--- config.mk ---
export PLATFORM = sky130hd
export DESIGN_NAME = m_serial_shifter_flat
export DESIGN_NICKNAME = d
export VERILOG_FILES = /design/src/rtl/m_serial_shifter_pkg.sv /design/src/rtl/m_serial_shifter_if.sv /design/src/rtl/m_serial_shifter_datareg.sv /design/src/rtl/m_serial_shifter.sv /design/src/flat_wrapper.sv
export SDC_FILE = /design/constraint.sdc
export NUM_CORES = 1
export LEC_CHECK = 0
export ABC_AREA = 1
export CAP_MARGIN = 0
export CORE_MARGIN = 2
export CORE_UTILIZATION = 25
export CTS_BUF_LIST = sky130_fd_sc_hd__clkbuf_8
export CTS_CLUSTER_SIZE = 8
export DETAILED_ROUTE_END_ITERATION = 7
export PLACE_DENSITY = 0.6
export REMOVE_ABC_BUFFERS = 1
export SLEW_MARGIN = 5
export SYNTH_ARGS = -nofsm -noshare
export SYNTH_HDL_FRONTEND = slang
export SYNTH_SLANG_ARGS = --single-unit
--- constraint.sdc ---
create_clock -name clk -period 1.5 [get_ports clk]
set_input_delay 0.3 -clock clk [delete_from_list [all_inputs] [get_ports clk]]
set_output_delay 0.3 -clock clk [all_outputs]
set_load 0.01 [all_outputs]
--- src/rtl/m_serial_shifter_pkg.sv ---
// Package m_shift_pkg: shared definitions for the serial shifter slice.
//   sh_op_e   : request opcode encodings (2'b11 is reserved and behaves as SLL)
//   state_e   : controller states
//   CNT_*     : shift down-counter modes, encoded as {sa18, sa19}
package m_shift_pkg;

  typedef enum logic [1:0] {
    SH_SLL = 2'b00,
    SH_SRL = 2'b01,
    SH_SRA = 2'b10
  } sh_op_e;

  typedef enum logic [1:0] {
    ST_IDLE  = 2'b00,
    ST_LOAD  = 2'b01,
    ST_SHIFT = 2'b10,
    ST_DONE  = 2'b11
  } state_e;

  localparam logic [1:0] CNT_LOAD = 2'b00;
  localparam logic [1:0] CNT_DOWN = 2'b10;
  localparam logic [1:0] CNT_HOLD = 2'b11;

endpackage

--- src/rtl/m_serial_shifter_if.sv ---
// Interface m_serial_shifter_if: request and result handshakes of the serial shifter.
//   req_valid/req_ready/req_op/req_a/req_shamt : request channel
//   res_valid/res_ready/res_data               : result channel
//   master : requester side, slave : shifter side
interface m_serial_shifter_if #(parameter int XLEN = 32);
  logic            req_valid;
  logic            req_ready;
  logic [1:0]      req_op;
  logic [XLEN-1:0] req_a;
  logic [4:0]      req_shamt;
  logic            res_valid;
  logic            res_ready;
  logic [XLEN-1:0] res_data;

  modport master (
    output req_valid, req_op, req_a, req_shamt, res_ready,
    input  req_ready, res_valid, res_data
  );

  modport slave (
    input  req_valid, req_op, req_a, req_shamt, res_ready,
    output req_ready, res_valid, res_data
  );
endinterface

--- src/rtl/m_serial_shifter_datareg.sv ---
// Module m_shift_datareg: XLEN-wide operand/result register for the serial shifter.
//   clk, rst     : clock, asynchronous active-high reset (clears to 0)
//   load_i, a_i  : load operand (has priority over shifting)
//   shift_i      : shift one bit this cycle
//   dir_right_i  : 1 = shift right, 0 = shift left (fill 0)
//   arith_i      : right shifts fill with the current msb instead of 0
//   q_o          : register contents
module m_shift_datareg #(
  parameter int XLEN = 32
) (
  input  logic            clk,
  input  logic            rst,
  input  logic            load_i,
  input  logic [XLEN-1:0] a_i,
  input  logic            shift_i,
  input  logic            dir_right_i,
  input  logic            arith_i,
  output logic [XLEN-1:0] q_o
);

  logic [XLEN-1:0] data_q;
  logic [XLEN-1:0] data_d;

  always_comb begin
    data_d = data_q;
    if (load_i) begin
      data_d = a_i;
    end else if (shift_i) begin
      if (dir_right_i) begin
        data_d = {arith_i & data_q[XLEN-1], data_q[XLEN-1:1]};
      end else begin
        data_d = {data_q[XLEN-2:0], 1'b0};
      end
    end
  end

  always_ff @(posedge clk or posedge rst) begin
    if (rst) begin
      data_q <= '0;
    end else begin
      data_q <= data_d;
    end
  end

  assign q_o = data_q;

endmodule

--- src/rtl/m_serial_shifter.sv ---
// Module m_serial_shifter: one-bit-per-cycle SLL/SRL/SRA unit driving an external
// 5-bit shift down-counter.
//   clk, rst    : clock, asynchronous active-high reset
//   bus         : m_serial_shifter_if.slave (request and result handshakes)
//   sa18, sa19  : counter mode {sa18,sa19}: 00 load, 10 count down, 11 hold
//   cnt_b       : counter load value (captured shift amount)
//   lastshift   : counter is at zero; only looked at in SHIFT
// Build option: M_SERIAL_SHIFTER_ZERO_BYPASS_EN sends shamt=0 straight from LOAD
// to DONE instead of spending a SHIFT cycle waiting for lastshift.
//
// state    | meaning
// ST_IDLE  | ready for a request, counter held
// ST_LOAD  | counter loaded with shamt, no data movement
// ST_SHIFT | counter counts down, one data shift per cycle until lastshift
// ST_DONE  | result presented, waiting for res_ready
module m_serial_shifter
  import m_shift_pkg::*;
#(
  parameter int XLEN = 32
) (
  input  logic                 clk,
  input  logic                 rst,
  m_serial_shifter_if.slave    bus,
  output logic                 sa18,
  output logic                 sa19,
  output logic [4:0]           cnt_b,
  input  logic                 lastshift
);

  state_e     state_q;
  logic [1:0] op_q;
  logic [1:0] cnt_mode_q;
  logic [4:0] cnt_b_q;
  logic       req_ready_q;
  logic       res_valid_q;

  logic            accept;
  logic            do_shift;
  logic [XLEN-1:0] data;

  assign accept   = (state_q == ST_IDLE) && bus.req_valid;
  // The terminal cycle (lastshift=1) is spent in SHIFT but moves no data.
  assign do_shift = (state_q == ST_SHIFT) && !lastshift;

  always_ff @(posedge clk or posedge rst) begin
    if (rst) begin
      state_q     <= ST_IDLE;
      op_q        <= 2'b00;
      cnt_mode_q  <= CNT_HOLD;
      cnt_b_q     <= 5'd0;
      req_ready_q <= 1'b1;
      res_valid_q <= 1'b0;
    end else begin
      case (state_q)
        ST_IDLE: begin
          if (bus.req_valid) begin
            op_q        <= bus.req_op;
            cnt_b_q     <= bus.req_shamt;
            cnt_mode_q  <= CNT_LOAD;
            req_ready_q <= 1'b0;
            state_q     <= ST_LOAD;
          end
        end
        ST_LOAD: begin
`ifdef M_SERIAL_SHIFTER_ZERO_BYPASS_EN
          if (cnt_b_q == 5'd0) begin
            cnt_mode_q  <= CNT_HOLD;
            res_valid_q <= 1'b1;
            state_q     <= ST_DONE;
          end else begin
            cnt_mode_q <= CNT_DOWN;
            state_q    <= ST_SHIFT;
          end
`else
          cnt_mode_q <= CNT_DOWN;
          state_q    <= ST_SHIFT;
`endif
        end
        ST_SHIFT: begin
          if (lastshift) begin
            cnt_mode_q  <= CNT_HOLD;
            res_valid_q <= 1'b1;
            state_q     <= ST_DONE;
          end
        end
        ST_DONE: begin
          if (bus.res_ready) begin
            res_valid_q <= 1'b0;
            req_ready_q <= 1'b1;
            state_q     <= ST_IDLE;
          end
        end
        default: state_q <= ST_IDLE;
      endcase
    end
  end

  m_shift_datareg #(.XLEN(XLEN)) u_datareg (
    .clk         (clk),
    .rst         (rst),
    .load_i      (accept),
    .a_i         (bus.req_a),
    .shift_i     (do_shift),
    .dir_right_i ((op_q == SH_SRL) || (op_q == SH_SRA)),
    .arith_i     (op_q == SH_SRA),
    .q_o         (data)
  );

  assign bus.req_ready = req_ready_q;
  assign bus.res_valid = res_valid_q;
  assign bus.res_data  = data;
  assign sa18          = cnt_mode_q[1];
  assign sa19          = cnt_mode_q[0];
  assign cnt_b         = cnt_b_q;

endmodule

--- src/flat_wrapper.sv ---
// flat-port wrapper written by rule: the top's interface ports become plain ports
module m_serial_shifter_flat import m_shift_pkg::*;
#(
  parameter int XLEN = 32
)
  (clk, rst, sa18, sa19, cnt_b, lastshift, bus_req_valid, bus_req_op, bus_req_a, bus_req_shamt, bus_res_ready, bus_req_ready, bus_res_valid, bus_res_data);
  m_serial_shifter_if #(.XLEN(XLEN)) bus_i ();
  input  logic clk;
  input  logic rst;
  output logic sa18;
  output logic sa19;
  output logic [4:0] cnt_b;
  input  logic lastshift;
  input wire logic [$bits(bus_i.req_valid)-1:0] bus_req_valid;
  input wire logic [$bits(bus_i.req_op)-1:0] bus_req_op;
  input wire logic [$bits(bus_i.req_a)-1:0] bus_req_a;
  input wire logic [$bits(bus_i.req_shamt)-1:0] bus_req_shamt;
  input wire logic [$bits(bus_i.res_ready)-1:0] bus_res_ready;
  output wire logic [$bits(bus_i.req_ready)-1:0] bus_req_ready;
  output wire logic [$bits(bus_i.res_valid)-1:0] bus_res_valid;
  output wire logic [$bits(bus_i.res_data)-1:0] bus_res_data;
  assign bus_i.req_valid = bus_req_valid;
  assign bus_i.req_op = bus_req_op;
  assign bus_i.req_a = bus_req_a;
  assign bus_i.req_shamt = bus_req_shamt;
  assign bus_i.res_ready = bus_res_ready;
  assign bus_req_ready = bus_i.req_ready;
  assign bus_res_valid = bus_i.res_valid;
  assign bus_res_data = bus_i.res_data;
  m_serial_shifter #(.XLEN(XLEN)) u_core (.clk(clk), .rst(rst), .bus(bus_i), .sa18(sa18), .sa19(sa19), .cnt_b(cnt_b), .lastshift(lastshift));
endmodule
# ---- Word-level counts from Yosys, hierarchy flattened
# Index checks and enable logic that the tools add are counted.
dict set report op_classes {
  muxes 15
  n_reduce_logical 14
  eq_ne 8
  bitwise 1
}
# op n
set ops {}
lappend ops {{2-to-1 mux 32 bit} 3}
lappend ops {{AND reduction 3 bit} 4}
lappend ops {{2-to-1 mux 2 bit} 4}
lappend ops {{one-hot mux 2 bit (4 select lines)} 1}
lappend ops {{equality test 2 bit (second input constant)} 3}
lappend ops {{!= test 2 bit (second input constant)} 3}
lappend ops {{one-hot mux 2 bit (3 select lines)} 1}
lappend ops {{nonzero test 2 bit} 3}
lappend ops {{equality test 2 x 1 -> 1 bit (second input constant)} 2}
lappend ops {{2-to-1 mux 1 bit} 4}
lappend ops {{one-hot mux 1 bit (2 select lines)} 2}
lappend ops {{nonzero test 3 bit} 1}
lappend ops {{logical AND 1 bit} 2}
lappend ops {{zero test 2 bit} 1}
lappend ops {{AND reduction 2 bit} 1}
lappend ops {{AND 1 bit} 1}
lappend ops {{zero test 1 bit} 1}
lappend ops {{logical OR 1 bit} 1}
dict set report word_totals {
  elab_cells 45
  out_inout_bits 41
  reg_bits 45
  inputBits 44
}

# ---- Logic depth before layout (Yosys ltp)
# Gate-level depths: netlist (run 1).
dict set report depth {
  depth_word 5
  mapped_depth 8
  ltp_nobuf 8
}

# ---- Cells and area by module
# From an unflattened synthesis (run 1), not the netlist that was laid out.
dict set report unflattened {
  cells_unflattened 365
  hier_area_um2 2610.0
}
# mod n_inst seq_area_each_um2 cells_per_inst area_each_um2
set by_module_without_submodules {}
lappend by_module_without_submodules {m_shift_datareg 1 800.8 278 1884.3}
lappend by_module_without_submodules {m_serial_shifter 1 329.1 87 725.7}

# ---- Worst setup path before layout (run 1)
# OpenSTA, ideal clock, no wires.
dict set report synth_timing {
  path_type {register to register}
  startpoint {reg u_core.state_q[0]}
  endpoint {reg u_core.u_datareg.data_q[10], in the netlist u_core.u_datareg.q_o[10]}
  path_stages_with_launch 8
  setup_time_ns 0.117
  n_path_buf 1
  period_less_slack_ns 1.412
  path_slack_ns 0.088
  arrival_time_ns 1.294
  required_time_ns 1.383
  cell_sequence {dfrtp_1 -> inv_1 -> ha_1 -> nand2_4 -> buf_6 -> or2_0 -> nand3_1 -> nand2_1}
}
dict set report synth_via {
  elab_chain_cells 3
  word_cells_on_any_way 6
  classes_between {1 x eq/ne; 1 x mux; 4 x reduce/logical}
}
# element line
set synth_lines {}
lappend synth_lines {{start, declared} m_serial_shifter.sv:30} ;# state_e state_q;
lappend synth_lines {{start signal, assigned} m_serial_shifter.sv:47} ;# state_q <= ST_IDLE;
lappend synth_lines {{start signal, assigned} m_serial_shifter.sv:61} ;# state_q <= ST_LOAD;
lappend synth_lines {{start signal, assigned} m_serial_shifter.sv:76} ;# state_q <= ST_SHIFT;
lappend synth_lines {{equality test 2 bit / zero test 2 bit (equally long branches)} {m_serial_shifter.sv:43, m_serial_shifter.sv:41}}
lappend synth_lines {{logical AND 1 bit (on tied branches)} {m_serial_shifter.sv:43, m_serial_shifter.sv:41}}
lappend synth_lines {{nonzero test 2 bit (no source line) / 2-to-1 mux 32 bit (equally long branches)} --}
lappend synth_lines {{end signal, assigned} m_serial_shifter_datareg.sv:41} ;# data_q <= data_d;
lappend synth_lines {{end, declared} m_serial_shifter_datareg.sv:21} ;# logic [XLEN-1:0] data_q;
# Several ways; a longest one is shown, not always the timed one.
# A chain may end at the register's enable or synchronous reset.

# ---- Worst setup path in the final report (run 1)
dict set report layout_timing {
  startpoint {reg u_core.state_q[1]}
  endpoint {reg u_core.u_datareg.data_q[16], in the netlist u_core.u_datareg.q_o[16]}
}
# Same word-level chain as after synthesis.

==> results of run 1 <==
[synthesized netlist by cell type]
| master | n |
|---|---|
| clkbuf_1 | 2 |
| or2_0 | 30 |
| nand2_1 | 161 |
| dfrtp_1 | 42 |
| nand3_1 | 66 |
| inv_2 | 2 |
| buf_6 | 4 |
| nand2_4 | 2 |
| inv_1 | 17 |
| nor2_1 | 3 |
| buf_2 | 12 |
| ha_1 | 7 |
| o21ai_0 | 8 |
| dfstp_2 | 3 |
| buf_4 | 1 |
[worst paths after layout]
| check | end | slack, ns | cells after the start |
|---|---|---|---|
| max | u_core.u_datareg.q_o[16] | 0.07 | 7 |
| max reg2reg | u_core.u_datareg.q_o[16] | 0.07 | 7 |
| max in group asynchronous | u_core.bus.req_ready | 0.86 | 3 |
| min in group clk | u_core.cnt_b[1] | 0.48 | 2 |
| min | u_core.u_datareg.q_o[5] | 0.34 | 3 |
| min reg2reg | u_core.cnt_b[1] | 0.48 | 2 |
[placed cells by master (no fill, tap or decap), drive strengths merged]
cell and count:
inv 20, clkbuf 7, ha 7, bufinv 1, nand2 163, dfrtp 42
o21ai 8, buf 46, dfstp 3, clkdlybuf4s50 43, or2 30, nand3 66
dlymetal6s2s 2, nor2 3, dlygate4sd2 39
[worst register-to-register path, stage by stage (launching register included)]
cell	delay, ns
dfrtp_1	0.42
inv_2	0.10
ha_4	0.17
nand2_8	0.09
buf_12	0.18
or2_0	0.23
nand3_1	0.09
nand2_1	0.05
[kinds of logic after synthesis]
group,after synthesis,synth area share
flip-flops,45,0.434
adder cells (fa/ha/maj),7,0.0336
AND/OR/NAND/NOR,262,0.444
buffers and inverters,38,0.0735
AO/OA/AOI/OAI,8,0.0154
[metrics by stage]
stage	TNS, ns	total power (W)	instances	instance area [um^2]	setup WS, ns
floorplan	-16.96	0.00472	341	2480	-0.542
global placement	-5.49	0.00694	583	3710	-0.176
detailed placement	-5.86	0.00706	583	3710	-0.213
CTS	0	0.00810	613	3950	0.000312
global route	-0.0535	0.00901	616	4020	-0.0169
finish	0	0.00822	616	4020	0.0733
[layer usage]
layer  global-route usage  vias to the layer above  share of wire
met5                    0                        -              0
met2                0.241                       86           0.50
li1                     -                     1362              -
met1                0.163                     1240           0.44
met3               0.0380                        6          0.059
met4               0.0348                        0         0.0060
[registers in the layout, summed over array words and instances, names as in the netlist]
signal	count
u_core.state_q	2
u_core.cnt_b	5
u_core.cnt_mode_q	2
u_core.u_datareg.q_o	32
u_core.op_q	2
u_core.bus.req_ready	1
u_core.bus.res_valid	1
[cell type report]
cell class | count | area [um^2] | share of cell area
Multi-Input combinational cell | 277 | 1310 | 0.325
Tap cell | 136 | 170 | 0.0423
Clock inverter | 2 | 33.8 | 0.00840
Sequential cell | 45 | 1130 | 0.281
Inverter | 19 | 73.8 | 0.0184
Clock buffer | 6 | 82.6 | 0.0205
Timing Repair Buffer | 131 | 1220 | 0.305
[power by group through the flow]
stage | Clock (W) | Combinational, W | Sequential, W
global route | 0.00107 | 0.00573 | 0.00221
floorplan | 0 | 0.00231 | 0.00241
global placement | 0 | 0.00466 | 0.00228
detailed placement | 0 | 0.00475 | 0.00231
CTS | 0.00101 | 0.00496 | 0.00214
finish | 0.000968 | 0.00511 | 0.00214
[repair_timing]
action,4_1_cts,5_1_grt
hold endpoints to repair,0,0
gates cloned,0,2
endpoints found under the setup margin,73,36
buffers inserted,22,1
resized for setup,41,9
==> results.toml, run 1 <==
[run_status]
status = "completed"

[setup_path]
crit_path_top_delay_cell = "dfrtp_1"
slowest_delay_ns = 0.42
worstPathRequired_ns = 1.70
crit_fanout = 21
critPathBufInv = 2
crit_start = "u_core.state_q[1]"
worst_setup_path_start_kind = "register"
critPathKind = "register to register"
cp.arrival_ns = 1.63
r2r-start = "u_core.state_q[1]"
endpoint_kind = "register"
crit_family = "simple AND/OR/NAND/NOR gates"
cp_cell_sequence = "inv_2, ha_4, nand2_8, buf_12, or2_0, nand3_1, nand2_1"

[detailed_routing]
drtPass1Iterations = 4
route.detailed.drc = 0
ant_nets = 0
postRouteWirelength_mm = 7.83
wl_per_cell_um = 12.7
num_vias = 2694
drtIter0Drc = 180
drt-vias-per-instance = 4.37

[logic_synthesis]
yosysSeqAreaShare = 0.434
netlist.area_leader.share = 0.403
synth-seq-cells = 45
synthCells = 360
postSynthAreaPerCell_um2 = 7.24
yosys_warnings = 0
ys_types = 15
yosysTopAreaCell = "dfrtp_1"
synthTopCellsByArea = "dfrtp_1 40%, nand2_1 23%, nand3_1 13%"
syn-cell-area_mm2 = 0.00260

[global_route]
overflow = 0
grt_use_total = 0.137
grt_pass1_wl_mm = 12.5
grt_pass1_vias = 2690
grt_max_degree = 46
antenna_found_initial = 0

[clock_network]
cts_hold_buffers = 0
cts_root_buffer = "clkbuf_8"
cts_tree = "yes"
insertion_delay_ns = 0.30
numCtsBuffers = 5
clk_path_buf_depth = 2
path_clk_slew_ns = 0.09
h-tree-depth = 2
cts_sinks = 45

[place]
globalplace.congestion = 0.777
numPortBuffers = 84
dpl.hpwl_mm = 4.99

[sta]
finalCriticalPeriod_ns = 1.43
hold_ws_ns = 0.339
finalCritPeriodShare = 0.951
maxSlewHeadroom = 0.772
worst_slew_pin_slew_ns = 0.341
setup_violations = 0
maxSlewViolCount = 0
fin_skew_ns = 0.0125
fmax_mhz = 701
finalHoldViolCount = 0

[power]
intPower_w = 0.00463
switching_share = 0.437
power_switching_w = 0.00359
power_frac_clock = 0.118
p_comb_frac = 0.622
peakVddDrop_v = 0.000960
p_leak_nw = 2.13
pwr-share-seq = 0.260
pwr_density_cell_mw_per_mm2 = 2040

[min_path]
hp-class = "primary input to asynchronous set/reset pin"

[final_layout]
nNetsFinal = 530
drive_gt1_frac = 0.138
nFillCells = 1068
num_antenna_cells = 0
fin_util = 0.393
area_delta_synth_final_pct = 54.4

[floorplanning]
ios = 85
rows = 37
core_area_mm2 = 0.0102
die_w_um = 106
die_y_um = 106
initial_core_util = 0.255
dieArea_mm2 = 0.0113

[job]
cap_violations = 0
Note: power is estimated with default switching activity, not from simulation.
==> run 2: changes to the inputs <==
--- a/config.mk
+++ b/config.mk
@@ -12,7 +12,7 @@
 export CTS_BUF_LIST = sky130_fd_sc_hd__clkbuf_8
 export CTS_CLUSTER_SIZE = 8
 export DETAILED_ROUTE_END_ITERATION = 7
-export PLACE_DENSITY = 0.6
+export PLACE_DENSITY = 0.59
 export REMOVE_ABC_BUFFERS = 1
 export SLEW_MARGIN = 5
 export SYNTH_ARGS = -nofsm -noshare
==> constraint.sdc (replaced) <==
create_clock -name clk -period 1.36 [get_ports clk]
set_input_delay 0.272 -clock clk [delete_from_list [all_inputs] [get_ports clk]]
set_output_delay 0.272 -clock clk [all_outputs]
set_load 0.01 [all_outputs]
==> run 2 against run 1 <==
Against the previous run: the flow now finishes with violations (setup timing); combinational power rose by 28%; count of clock-buffer cells in the layout did not move; global-route usage rose by 0.58 points; wire length rose by 3.8%; flip-flop and latch count did not move; clock power fell by 10%; cell area rose by 5.9%; non-clock buffer count rose by 10; die area did not move; clock skew fell by 0.0066 ns; critical endpoint is now u_core.u_datareg.q_o[0].
==> results.toml, run 2 (synthesis results as in run 1) <==
[place]
globalplace.congestion = 0.797
place_area_mm2 = 0.00380
dpl.hpwl_mm = 5.19
numPortBuffers = 84
placedCellCount = 587

[sta]
finalCriticalPeriod_ns = 1.41
rsz0062_at_grt = "yes"
hold_ws_ns = 0.218
setup_violations = 30
worst_slew_pin_slew_ns = 0.274
fin_skew_ns = 0.00592
fin_ws_ns = -0.0540
finalCritPeriodShare = 1.04
maxSlewHeadroom = 0.817
finalHoldViolCount = 0
fin_setup_tns_ns = -0.743
fmax_mhz = 707
maxSlewViolCount = 0

[final_layout]
area_delta_synth_final_pct = 63.5
nNetsFinal = 540
final_common_cell = "nand2_1"
drive_gt1_frac = 0.182
layout_common_cells = "159 x nand2_1, 61 x nand3_1, 43 x clkdlybuf4s50_1"
finalNonFillerCells = 625
design_area_mm2 = 0.00426
largest_reg_flops = 32
num_antenna_cells = 0

[global_route]
busiest_layer = "met2"
grt_pass1_wl_mm = 12.9
grtUsageMet3 = 0.0307
grt_pass1_vias = 2734
grt_use_total = 0.142
grt_max_degree = 24
use_met1 = 0.186
antenna_found_initial = 0
use_met2 = 0.238
overflow = 0

[job]
cap_violations = 0

[floorplanning]
ios = 85
initial_core_util = 0.255
die_y_um = 106
die_w_um = 106
rows = 37
core_area_mm2 = 0.0102
dieArea_mm2 = 0.0113

[power]
peakVddDrop_v = 0.000959
pwr_density_cell_mw_per_mm2 = 2300
p_leak_nw = 2.20
power_w = 0.00978

[setup_path]
cp_cell_sequence = "inv_2, ha_4, nand2_8, buf_4, clkbuf_16, nand2_1, nand2_1, o21ai_1"
endpoint_kind = "register"
crit_path_top_delay_cell = "dfrtp_1"
slowest_delay_ns = 0.40
worstPathRequired_ns = 1.59
critPathKind = "register to register"
worst_setup_path_start_kind = "register"
r2r_slack_ns = -0.05
crit_fanout = 11
cp.arrival_ns = 1.64
ff2ff_path_depth = 8
crit_top_cell = "nand2_1"

[clock_network]
numCtsBuffers = 5
cts_tree = "yes"
clk_path_buf_depth = 2
insertion_delay_ns = 0.30
cts_sinks = 45
cts_root_buffer = "clkbuf_8"
h-tree-depth = 2
path_clk_slew_ns = 0.09
cts_hold_buffers = 0

[detailed_routing]
drtPass1Iterations = 4
ant_nets = 0
postRouteWirelength_mm = 8.13
drt-vias-per-instance = 4.48
route.detailed.drc = 0
num_vias = 2802
drtIter0Drc = 103
wl_per_cell_um = 13.0

[run_status]
violations = "setup timing"
status = "complete, but fails checks"

[min_path]
hp-class = "primary input to asynchronous set/reset pin"
[run 2: what timing repair did]
action / CTS / global route
buffers inserted: 22 / 6
endpoints found under the setup margin: 77 / 39
pin swaps: 1 / 6
gates resized for setup: 53 / 27
gates cloned: 1 / 2
[run 2: metal layers]
metal  wire [um]  share of wire
met5           0              0
met3         408          0.050
met4          87          0.011
met2        3930           0.48
met1        3700           0.46
[run 2: where the power goes]
part / internal [W] / leakage [nW] / switching, W
sequential: 0.00197 / 0.564 / 0.000384
clock: 0.000397 / 0.0485 / 0.000470
combinational: 0.00318 / 1.59 / 0.00338
total: 0.00555 / 2.20 / 0.00424
[run 2: worst paths after layout]
| path | start | to |
|---|---|---|
| setup / recovery | u_core.state_q[0] | u_core.u_datareg.q_o[0] |
| hold / removal | rst | u_core.cnt_b[4] |
| setup reg to reg | u_core.state_q[0] | u_core.u_datareg.q_o[0] |
| hold reg to reg | u_core.cnt_mode_q[0] | u_core.cnt_mode_q[0] |
| max in group asynchronous | rst | u_core.cnt_b[3] |
| min in group clk | u_core.cnt_mode_q[0] | u_core.cnt_mode_q[0] |
[run 2: per-stage QoR]
| step | setup slack [ns] | utilization |
|---|---|---|
| after floorplan | -0.682 | - |
| after global placement | -0.215 | 0.372 |
| after detailed placement | -0.239 | 0.372 |
| after CTS | -0.0365 | 0.398 |
| after global routing | -0.134 | 0.416 |
| final | -0.0540 | 0.416 |
[run 2: layout make-up]
cell class,instances,area (um^2)
tap,136,170
inverter,19,76.3
timing repair buffer,141,1410
sequential,45,1130
clock buffer,6,82.6
fill,1064,5970
multi-input combinational,277,1390
clock inverter,1,3.75
[run 2: critical path, delay by kind of cell, from the launching register on]
family,cells,cell delay (ns)
AO/OA/AOI/OAI,1,0.12
flip-flops,1,0.40
buffers and inverters,3,0.44
adder cells (fa/ha/maj),1,0.17
AND/OR/NAND/NOR,3,0.22
==> run 3: changes to the inputs <==
--- a/config.mk
+++ b/config.mk
@@ -7,6 +7,7 @@
 export LEC_CHECK = 0
 export ABC_AREA = 1
 export CAP_MARGIN = 0
+export CORE_ASPECT_RATIO = 0.7
 export CORE_MARGIN = 2
 export CORE_UTILIZATION = 25
 export CTS_BUF_LIST = sky130_fd_sc_hd__clkbuf_8
==> run 3 against run 2 <==
Against the previous run: the run still ends with setup timing left; sequential power about the same; total power up 1.4%; worst hold slack improved by 0.11 ns; utilization rose by 0.59 points; wire length grew 4.3%; first-iteration DRC count up 150%; critical path type unchanged; largest power group unchanged; critical path depth is 1 higher; via count is 0.32% lower; count of clock-buffer cells in the layout fell by 1; worst setup slack lost 0.016 ns; flip-flop and latch count stayed put.
==> results.toml, run 3 (synthesis results as in run 1) <==
[sta]
rsz0062_at_grt = "yes"
worst_slew_pin_slew_ns = 0.264
fin_ws_ns = -0.0700
hold_ws_ns = 0.326
maxSlewHeadroom = 0.824
finalCriticalPeriod_ns = 1.43
maxSlewViolCount = 0
finalCritPeriodShare = 1.05
finalHoldViolCount = 0
fin_skew_ns = 0.00551
fmax_mhz = 699
setup_violations = 30

[power]
power_frac_clock = 0.082
power_switching_w = 0.00436
pwr-share-seq = 0.239
p_comb_frac = 0.678
intPower_w = 0.00556
p_leak_nw = 2.24
peakVddDrop_v = 0.000711
pwr_density_cell_mw_per_mm2 = 2290
switching_share = 0.439

[setup_path]
crit_top_cell = "nand2_8"
critPathKind = "register to register"
cp_cell_sequence = "inv_2, ha_4, nand2_8, nand2_8, inv_8, buf_6, clkbuf_16, nand2_2, nand2_1"
r2r_slack_ns = -0.07
worst_setup_path_start_kind = "register"
cp.arrival_ns = 1.62
critPathBufInv = 4
crit_fanout = 6
crit_family = "buffers and inverters"
worstPathRequired_ns = 1.55
slowest_delay_ns = 0.41
endpoint_kind = "register"
crit_path_top_delay_cell = "dfrtp_1"

[detailed_routing]
num_vias = 2793
drtPass1Iterations = 6
postRouteWirelength_mm = 8.48
route.detailed.drc = 0
ant_nets = 0
drtIter0Drc = 254
drt-vias-per-instance = 4.48
wl_per_cell_um = 13.6

[clock_network]
numCtsBuffers = 5
insertion_delay_ns = 0.30
cts_tree = "yes"
h-tree-depth = 2
clk_path_buf_depth = 2
cts_sinks = 45
cts_hold_buffers = 0
path_clk_slew_ns = 0.09
cts_root_buffer = "clkbuf_8"

[place]
pre_cts_slack_ns = -0.221
dpl.hpwl_mm = 5.29
globalplace.congestion = 0.747
numPortBuffers = 84

[final_layout]
nFillCells = 1072
area_delta_synth_final_pct = 65.9
layout_common_cells = "140 x nand2_1, 62 x nand3_1, 43 x clkdlybuf4s50_1"
largest_reg_flops = 32
nNetsFinal = 541
final_common_cell = "nand2_1"
num_antenna_cells = 0
drive_gt1_frac = 0.218

[run_status]
violations = "setup timing"
status = "complete, but fails checks"

[global_route]
grt_use_total = 0.147
overflow = 0
grt_pass1_vias = 2696
antenna_found_initial = 0
grt_pass1_wl_mm = 13.3
grt_max_degree = 46

[floorplanning]
rows = 31
die_w_um = 126
die_y_um = 89.4
core_area_mm2 = 0.0102
ios = 85
dieArea_mm2 = 0.0113
initial_core_util = 0.254

[min_path]
hp-class = "primary input to asynchronous set/reset pin"

[job]
cap_violations = 0
==> run 3: metal layers <==
layer,global-route usage,wire length [um],up-vias
li1,-,-,1390
met1,0.204,4080,1320
met2,0.241,3960,76
met3,0.0311,379,7
met4,0.0250,54,0
met5,0,0,-
==> run 3: power groups by stage <==
stage | Combinational, W | Clock, W | Sequential, W
after floorplan | 0.00255 | 0 | 0.00266
after global placement | 0.00554 | 0 | 0.00250
after detailed placement | 0.00563 | 0 | 0.00251
after CTS | 0.00636 | 0.000862 | 0.00236
after global routing | 0.00743 | 0.000911 | 0.00245
final | 0.00673 | 0.000817 | 0.00237
==> run 3: metrics by stage <==
stage / utilization / cells / power (W) / cell area, um^2 / setup TNS, ns
after global placement: 0.372 / 584 / 0.00804 / 3810 / -6.99
final: 0.422 / 623 / 0.00992 / 4320 / -1.11
after detailed placement: 0.372 / 584 / 0.00814 / 3810 / -7.35
after global routing: 0.422 / 623 / 0.0108 / 4320 / -3.23
after CTS: 0.410 / 621 / 0.00958 / 4200 / -1.64
after floorplan: - / 341 / 0.00521 / 2480 / -22.05
==> run 3: cell type report <==
class | count | area, um^2 | share of cell area
sequential | 45 | 1130 | 0.261
timing repair buffer | 142 | 1430 | 0.331
clock buffer | 5 | 68.8 | 0.0159
inverter | 19 | 78.8 | 0.0182
clock inverter | 3 | 11.3 | 0.00260
tap | 132 | 165 | 0.0382
multi-input combinational | 277 | 1440 | 0.333
==> run 3: repair_timing <==
action / in CTS / in global routing
endpoints found under the setup margin: 78 / 46
buffers inserted: 26 / 1
resized for setup: 63 / 39
pin swaps: 9 / 11
gates cloned: 3 / 1
==> run 3: path summary, 6_finish.rpt <==
path | depth (start not counted) | start | end
setup reg to reg | 9 | u_core.state_q[0] | u_core.u_datareg.q_o[9]
hold reg to reg | 2 | u_core.cnt_b[4] | u_core.cnt_b[4]
hold / removal | 3 | rst | u_core.u_datareg.q_o[6]
min in group clk | 2 | u_core.cnt_b[4] | u_core.cnt_b[4]
max in group asynchronous | 3 | rst | u_core.bus.req_ready
setup / recovery | 9 | u_core.state_q[0] | u_core.u_datareg.q_o[9]
==> run 3: worst reg2reg max path, stage by stage, from the launching register on <==
cell       delay, ns
dfrtp_1         0.41
inv_2           0.10
ha_4            0.17
nand2_8         0.12
nand2_8         0.12
inv_8           0.05
buf_6           0.12
clkbuf_16       0.15
nand2_2         0.05
nand2_1         0.05
